### src/rtl/jw_pkg.sv
// Shared constants and state encoding for the GPS lat/long digit RAM writer.
// ASCII codes, RMC field numbers and the digit RAM layout live here.
package jw_pkg;

  localparam logic [7:0] ASC_DOLLAR = 8'h24;
  localparam logic [7:0] ASC_COMMA  = 8'h2C;
  localparam logic [7:0] ASC_STAR   = 8'h2A;
  localparam logic [7:0] ASC_DOT    = 8'h2E;
  localparam logic [7:0] ASC_A      = 8'h41;
  localparam logic [7:0] ASC_ZERO   = 8'h30;
  localparam logic [7:0] ASC_NINE   = 8'h39;
  localparam logic [7:0] ASC_G      = 8'h47;
  localparam logic [7:0] ASC_P      = 8'h50;
  localparam logic [7:0] ASC_N      = 8'h4E;
  localparam logic [7:0] ASC_R      = 8'h52;
  localparam logic [7:0] ASC_M      = 8'h4D;
  localparam logic [7:0] ASC_C      = 8'h43;

  localparam logic [3:0] FLD_STATUS = 4'd2;
  localparam logic [3:0] FLD_LAT    = 4'd3;
  localparam logic [3:0] FLD_LON    = 4'd5;

  localparam int         JW_ENTRIES       = 10;
  localparam int         DIGITS_PER_FIELD = 5;
  localparam logic [3:0] LAT_BASE         = 4'd0;
  localparam logic [3:0] LON_BASE         = 4'd5;

  typedef enum logic [2:0] {
    IDLE,
    HDR,
    FIELDS,
    CK1,
    CK2,
    COMMIT
  } jw_state_e;

endpackage

### src/rtl/nmea_checksum.sv
// Running XOR of sentence bytes plus hex-ASCII decode of the two trailing
// checksum characters; match compares against the high nibble held from CK1.
module nmea_checksum (
  input  logic       clk,
  input  logic       rst,
  input  logic       clear,
  input  logic       enable,
  input  logic       hi_load,
  input  logic [7:0] din,
  output logic       hex_ok,
  output logic       match
);

  logic [7:0] acc_reg;
  logic [3:0] hi_reg;

  function automatic logic is_hex(input logic [7:0] c);
    return (c >= 8'h30 && c <= 8'h39) ||
           (c >= 8'h41 && c <= 8'h46) ||
           (c >= 8'h61 && c <= 8'h66);
  endfunction

  // Letters A-F and a-f both have low nibble 1..6, so +9 maps them to 10..15.
  function automatic logic [3:0] hex_nib(input logic [7:0] c);
    if (c <= 8'h39) return c[3:0];
    return c[3:0] + 4'd9;
  endfunction

  always_ff @(posedge clk) begin
    if (rst) begin
      acc_reg <= 8'h00;
      hi_reg  <= 4'h0;
    end else begin
      if (clear) begin
        acc_reg <= 8'h00;
      end else if (enable) begin
        acc_reg <= acc_reg ^ din;
      end
      if (hi_load) begin
        hi_reg <= hex_nib(din);
      end
    end
  end

  always_comb begin
    hex_ok = is_hex(din);
    match  = (acc_reg == {hi_reg, hex_nib(din)});
  end

endmodule

### src/rtl/jw_ram_writer.sv
// Parses $GPRMC/$GNRMC from the UART byte stream and, for a checksum-correct
// fix, writes 5 latitude and 5 longitude BCD digits into the display RAM.
module jw_ram_writer
  import jw_pkg::*;
#(
  parameter int DATA_W  = 4,
  parameter int MAX_LEN = 82
) (
  input  logic              clk,
  input  logic              rst,
  input  logic [7:0]        rx_data,
  input  logic              rx_valid,
  output logic              ram_we,
  output logic [3:0]        ram_addr,
  output logic [DATA_W-1:0] ram_data,
  output logic              frame_ok,
  output logic              frame_err,
  output logic              fix_valid
);

  localparam int         CNT_W     = $clog2(MAX_LEN + 1);
  localparam logic [3:0] LAST_ADDR = 4'(JW_ENTRIES - 1);
  localparam logic [2:0] FULL_CNT  = 3'(DIGITS_PER_FIELD);

  jw_state_e        state_reg;
  logic [CNT_W-1:0] cnt_reg;
  logic [2:0]       hdr_idx_reg;
  logic [3:0]       field_reg;
  logic [3:0]       char_idx_reg;
  logic [2:0]       lat_cnt_reg;
  logic [2:0]       lon_cnt_reg;
  logic             status_a_reg;
  logic             bad_reg;
  logic             ck_bad_reg;
  logic [3:0]       shadow_reg [JW_ENTRIES];

  logic             parsing;
  logic             is_dollar;
  logic             byte_evt;
  logic             is_digit;
  logic             hdr_match;
  logic             lat_slot;
  logic             lon_slot;
  logic             cap_en;
  logic [3:0]       cap_idx;
  logic             cs_clear;
  logic             cs_enable;
  logic             cs_hi_load;
  logic             hex_ok;
  logic             ck_match;
  logic             ck_good;
  logic             sentence_good;

  always_comb begin
    parsing   = (state_reg == HDR) || (state_reg == FIELDS) ||
                (state_reg == CK1) || (state_reg == CK2);
    is_dollar = rx_valid && (state_reg != COMMIT) && (rx_data == ASC_DOLLAR);
    // A byte that advances the parser: not a restart and within the length budget.
    byte_evt  = rx_valid && parsing && (rx_data != ASC_DOLLAR) &&
                (cnt_reg < CNT_W'(MAX_LEN));
    is_digit  = (rx_data >= ASC_ZERO) && (rx_data <= ASC_NINE);

    hdr_match = 1'b0;
    case (hdr_idx_reg)
      3'd0:    hdr_match = (rx_data == ASC_G);
      3'd1:    hdr_match = (rx_data == ASC_P) || (rx_data == ASC_N);
      3'd2:    hdr_match = (rx_data == ASC_R);
      3'd3:    hdr_match = (rx_data == ASC_M);
      3'd4:    hdr_match = (rx_data == ASC_C);
      3'd5:    hdr_match = (rx_data == ASC_COMMA);
      default: hdr_match = 1'b0;
    endcase

    // Latitude skips char 4 (the decimal point); longitude takes the first five.
    lat_slot = (field_reg == FLD_LAT) && (lat_cnt_reg < FULL_CNT) &&
               ((char_idx_reg < 4'd4) || (char_idx_reg == 4'd5));
    lon_slot = (field_reg == FLD_LON) && (lon_cnt_reg < FULL_CNT) &&
               (char_idx_reg < 4'd5);
    cap_en   = byte_evt && (state_reg == FIELDS) && (rx_data != ASC_STAR) &&
               (rx_data != ASC_COMMA) && is_digit && (lat_slot || lon_slot);
    cap_idx  = lat_slot ? (LAT_BASE + {1'b0, lat_cnt_reg})
                        : (LON_BASE + {1'b0, lon_cnt_reg});

    cs_clear   = is_dollar;
    cs_enable  = byte_evt && ((state_reg == HDR) || (state_reg == FIELDS)) &&
                 (rx_data != ASC_STAR);
    cs_hi_load = byte_evt && (state_reg == CK1);

    ck_good       = hex_ok && ck_match && !ck_bad_reg;
    sentence_good = ck_good && status_a_reg && !bad_reg &&
                    (lat_cnt_reg == FULL_CNT) && (lon_cnt_reg == FULL_CNT);
  end

  nmea_checksum u_checksum (
    .clk     (clk),
    .rst     (rst),
    .clear   (cs_clear),
    .enable  (cs_enable),
    .hi_load (cs_hi_load),
    .din     (rx_data),
    .hex_ok  (hex_ok),
    .match   (ck_match)
  );

  genvar gi;
  generate
    for (gi = 0; gi < JW_ENTRIES; gi++) begin : g_shadow
      always_ff @(posedge clk) begin
        if (rst) begin
          shadow_reg[gi] <= 4'd0;
        end else if (cap_en && (cap_idx == 4'(gi))) begin
          shadow_reg[gi] <= rx_data[3:0];
        end
      end
    end
  endgenerate

  always_ff @(posedge clk) begin
    if (rst) begin
      state_reg    <= IDLE;
      cnt_reg      <= '0;
      hdr_idx_reg  <= 3'd0;
      field_reg    <= 4'd0;
      char_idx_reg <= 4'd0;
      lat_cnt_reg  <= 3'd0;
      lon_cnt_reg  <= 3'd0;
      status_a_reg <= 1'b0;
      bad_reg      <= 1'b0;
      ck_bad_reg   <= 1'b0;
      ram_we       <= 1'b0;
      ram_addr     <= 4'd0;
      ram_data     <= '0;
      frame_ok     <= 1'b0;
      frame_err    <= 1'b0;
      fix_valid    <= 1'b0;
    end else begin
      frame_ok  <= 1'b0;
      frame_err <= 1'b0;
      if (state_reg == COMMIT) begin
        // Incoming bytes are ignored until the full 10-digit burst is out.
        if (ram_addr == LAST_ADDR) begin
          ram_we    <= 1'b0;
          frame_ok  <= 1'b1;
          state_reg <= IDLE;
        end else begin
          ram_addr <= ram_addr + 4'd1;
          ram_data <= DATA_W'(shadow_reg[ram_addr + 4'd1]);
        end
      end else if (is_dollar) begin
        state_reg    <= HDR;
        cnt_reg      <= CNT_W'(1);
        hdr_idx_reg  <= 3'd0;
        field_reg    <= 4'd0;
        char_idx_reg <= 4'd0;
        lat_cnt_reg  <= 3'd0;
        lon_cnt_reg  <= 3'd0;
        status_a_reg <= 1'b0;
        bad_reg      <= 1'b0;
        ck_bad_reg   <= 1'b0;
      end else if (rx_valid && parsing && !byte_evt) begin
        frame_err <= 1'b1;
        state_reg <= IDLE;
      end else if (byte_evt) begin
        cnt_reg <= cnt_reg + CNT_W'(1);
        case (state_reg)
          HDR: begin
            if (!hdr_match) begin
              frame_err <= 1'b1;
              state_reg <= IDLE;
            end else if (hdr_idx_reg == 3'd5) begin
              state_reg    <= FIELDS;
              field_reg    <= 4'd1;
              char_idx_reg <= 4'd0;
            end else begin
              hdr_idx_reg <= hdr_idx_reg + 3'd1;
            end
          end
          FIELDS: begin
            if (rx_data == ASC_STAR) begin
              state_reg <= CK1;
            end else if (rx_data == ASC_COMMA) begin
              if (((field_reg == FLD_LAT) && (lat_cnt_reg != FULL_CNT)) ||
                  ((field_reg == FLD_LON) && (lon_cnt_reg != FULL_CNT))) begin
                bad_reg <= 1'b1;
              end
              if (field_reg != 4'hF) field_reg <= field_reg + 4'd1;
              char_idx_reg <= 4'd0;
            end else begin
              if (char_idx_reg != 4'hF) char_idx_reg <= char_idx_reg + 4'd1;
              if ((field_reg == FLD_STATUS) && (char_idx_reg == 4'd0)) begin
                status_a_reg <= (rx_data == ASC_A);
              end
              if (lat_slot) begin
                if (is_digit) lat_cnt_reg <= lat_cnt_reg + 3'd1;
                else          bad_reg     <= 1'b1;
              end else if (lon_slot) begin
                if (is_digit) lon_cnt_reg <= lon_cnt_reg + 3'd1;
                else          bad_reg     <= 1'b1;
              end
            end
          end
          CK1: begin
            if (!hex_ok) ck_bad_reg <= 1'b1;
            state_reg <= CK2;
          end
          CK2: begin
            if (ck_good) fix_valid <= status_a_reg;
            if (sentence_good) begin
              state_reg <= COMMIT;
              ram_we    <= 1'b1;
              ram_addr  <= 4'd0;
              ram_data  <= DATA_W'(shadow_reg[0]);
            end else begin
              frame_err <= 1'b1;
              state_reg <= IDLE;
            end
          end
          default: state_reg <= IDLE;
        endcase
      end
    end
  end

endmodule

### config.mk
export PLATFORM = sky130hd
export DESIGN_NAME = jw_ram_writer
export DESIGN_NICKNAME = d
export VERILOG_FILES = /design/src/rtl/jw_pkg.sv /design/src/rtl/nmea_checksum.sv /design/src/rtl/jw_ram_writer.sv
export SDC_FILE = /design/constraint.sdc
export NUM_CORES = 1
export LEC_CHECK = 0
export ABC_CLOCK_PERIOD_IN_PS = 6600
export CAP_MARGIN = 20
export CORE_MARGIN = 3
export CORE_UTILIZATION = 50
export CTS_CLUSTER_SIZE = 16
export DETAILED_ROUTE_END_ITERATION = 12
export PLACE_DENSITY = 0.8
export SLEW_MARGIN = 20
export SYNTH_ARGS = -nofsm -noshare
export SYNTH_HDL_FRONTEND = slang
export SYNTH_SLANG_ARGS = --single-unit
### constraint.sdc
create_clock -name clk -period 6.6 [get_ports clk]
set_input_delay 0.66 -clock clk [delete_from_list [all_inputs] [get_ports clk]]
set_output_delay 0.66 -clock clk [all_outputs]
set_load 0.005 [all_outputs]
==> summary.txt <==
Outcome
  – Status: finished, final reports clean

Power and ir drop
  – Sequential fraction of design power: 55.9%
  – Gate power share: ~5.6%
  – Int Pwr: between 0.8 and 0.9 mW
  – Switching pwr: 0.2674 mW
  – Switching share of power: 24.18%
  – Clk pwr share: 38.5%
  – Leak: 2.011 nW
  – Power per cell area: 185.2 nW/um2
  – Maximum vdd ir drop: 0.0001081 V

Hold path
  – Hold Crit Class: reg -> reg

Layout
  – Layout cells sized above 1: 7.756%
  – Max FFs per register: 40
  – Final instance area: 5969 um2
  – Most common cell after layout, fill and taps aside: nor2_1
  – Highest-count cells in the layout ignoring fill and taps: nor2_1, nand2_1, dfxtp_1, edfxtp_1, a21oi_1
  – ANT cells: 0
  – Area grow syn2layout: 8.952%
  – Final non-filler cell total: 742
  – Fillers: 890
  – Nets: 636

Worst setup path
  – Slowest library cell on the worst path: clkdlybuf4s50_1
  – Crit-path max FO: 12
  – CP delay by family, top: simple AND/OR/NAND/NOR gates
  – CP required: ~6600 ps
  – Worst Setup Start Kind: primary input
  – Crit path DAT: 3910 ps
  – Crit-path cells: clkdlybuf4s50_1 -> inv_1 -> ha_1 -> and3b_1 -> nand2_1 -> and3_1 -> nand4b_1 -> o21bai_1 -> o21ai_0
  – Crit path largest cell delay: 750 ps
  – Crit Path Category: in -> reg
  – Crit. End Element: flop
  – Critical path buffers and inverters: 2

Placed design
  – GP Congestion: 0.9168
  – Port Buffers: 22
  – Setup slack at placement: ~2400 ps
  – Post-DP Area: 5742 um2
  – Placed Cells: a little over 700
  – HPWL after detailed placement: 9214 um

Yosys
  – Area fraction of the dominant cell type after synthesis: 21.92%
  – Cells after synthesis: 598
  – Post-synthesis async set-or-reset flop share: 0%
  – Synthesized flop and latch total: 94
  – YS warnings: 0
  – Synth unique cells: 72
  – Synth area leaders: edfxtp_1, dfxtp_1, ha_1
  – Biggest area consumer among synthesized cells: edfxtp_1
  – Post-synth net total: 633
  – Synth Cell Area: 5479 um2
  – Avg Inst Size Synth: a little over 9 um2
  – Post-synth EDFFs: 40
  – Sequential share of the synthesized area: a little over two fifths
  – Ys flop type: dfxtp_1

STA
  – Worst Max-Slew Pin Slew: 1092 ps
  – Min Tclk post-route: 3903 ps
  – Final setup margin: 2697 ps
  – Setup Total Neg Slack: 0 ps
  – Max Clk Rate: 256.2 MHz
  – Max-slew headroom: 27.11%
  – Final period util: 59.14%
  – Fin. Hold Viols: 0
  – Worst Clk Skew: approximately 19 ps
  – Unrepaired setup endpoints after global routing: no
  – Fin. max-slew vios: 0
  – Final hold slack: 456.0 ps
  – # setup viols final: 0

Die
  – Rows: 37
  – Die width: 110.7 um
  – Die Ht: roughly 110 um
  – Die area: 12,250 um2
  – Initial Util: 52.14%
  – Core ar.: 10,510 um2
  – # IOs: 23

Clock network
  – Setup Buffers After CTS: 0
  – CTS tree: yes
  – CTS Buffer Depth: 2
  – Post-CTS resize count: 0
  – H-tree Lvls: 3
  – Hold buffer count at CTS: 0
  – CTS sink count: 94
  – Number of CTS-inserted buffers: 9
  – Root buffer cell: clkbuf_8
  – Clk slew on worst S/H paths: 100 ps
  – Worst-skew pair later-pin latency: 380 ps

Run
  – # Max-Cap Violations: 0

Detailed routing
  – Initial drt markers: 256
  – DR vias: 4,493
  – Wl on met1: 5331 um
  – Post-route ant nets: 0
  – Vias per cell: roughly 6.1
  – WL final: between 10,000 and 15,000 um
  – DR WL met3: 841 um
  – Drt pass-1 iters: 5
  – Detailed-route wire length per cell: 17.04 um
  – DRC Markers: 0
  – Max layer used: met4
  – Met2 wire len: 6109 um

GRT
  – GR Util All Layers: 21.30%
  – Vias in the first global route: 4,464
  – Gr ovfl total: 0
  – First-pass GRT wire length: 21,450 um
  – Initial antenna violation count: 0
  – Largest net degree at the start of global routing: 39
==> cell families (layout without fill, tap and decap cells) <==
kind of cell	after synthesis	after routing	synth area share, %
xor+xnor	30	30	4.796
buf+inv	57	65	4.247
fa+ha+maj	24	24	5.481
compound gates	119	119	15.60
mux	21	21	5.663
simple gates	253	253	22.56
flops	94	94	41.65
==> area by class of cell <==
type | count | area (um2) | area share (%)
clock inverter | 6 | 72.57 | 1.216
multi-input combinational | 447 | 2970 | 49.76
tap | 136 | 170.2 | 2.851
timing repair buffer | 23 | 227.7 | 3.815
sequential | 94 | 2282 | 38.23
clock buffer | 10 | 148.9 | 2.494
inverter | 26 | 97.59 | 1.635
==> metal layers <==
layer | track usage (%) | up-vias
li1 | - | 2171
met1 | 26.99 | 2119
met2 | 35.48 | 172
met3 | 3.985 | 31
met4 | 9.442 | 0
met5 | 0 | -
==> metrics by stage <==
step / utilization [%] / power [mW]
finish: 56.80 / 1.106
global route: 56.80 / 1.141
global placement: 54.64 / 0.6901
CTS: 56.74 / 1.109
floorplan: - / 0.6701
detailed placement: 54.64 / 0.6929
==> synth_stat cells (17+ instances only) <==
library cell and count:
ha_1 24, nand3_1 26, inv_1 25, clkbuf_1 20, nor2_1 79, dfxtp_1 54
a21oi_1 31, xor2_1 17, nor3_1 24, edfxtp_1 40, o21ai_0 18, nand2_1 60
==> path summary, 6_finish.rpt <==
| path | endpoint | slack [ps] | cells after the start | start |
|---|---|---|---|---|
| max | shadow_reg[7][1] | 2700 | 9 | rx_data[0] |
| max reg2reg | shadow_reg[7][1] | 3420 | 6 | field_reg[0] |
| min reg2reg | ram_we | 460 | 2 | ram_we |
| min | ram_we | 460 | 2 | ram_we |
==> worst min-delay path: stages, from the launching register on <==
cell and delay (ps):
dfxtp_1 320, inv_1 50, a21oi_1 50
==> power groups by stage <==
stage	logic (mW)	registers, mW	clock network [mW]
final	0.0621	0.618	0.426
after global routing	0.0675	0.619	0.455
after CTS	0.0613	0.618	0.430
after detailed placement	0.0610	0.632	0
after global placement	0.0591	0.631	0
after floorplan	0.0411	0.629	0
(Power assumes the default switching activity.)
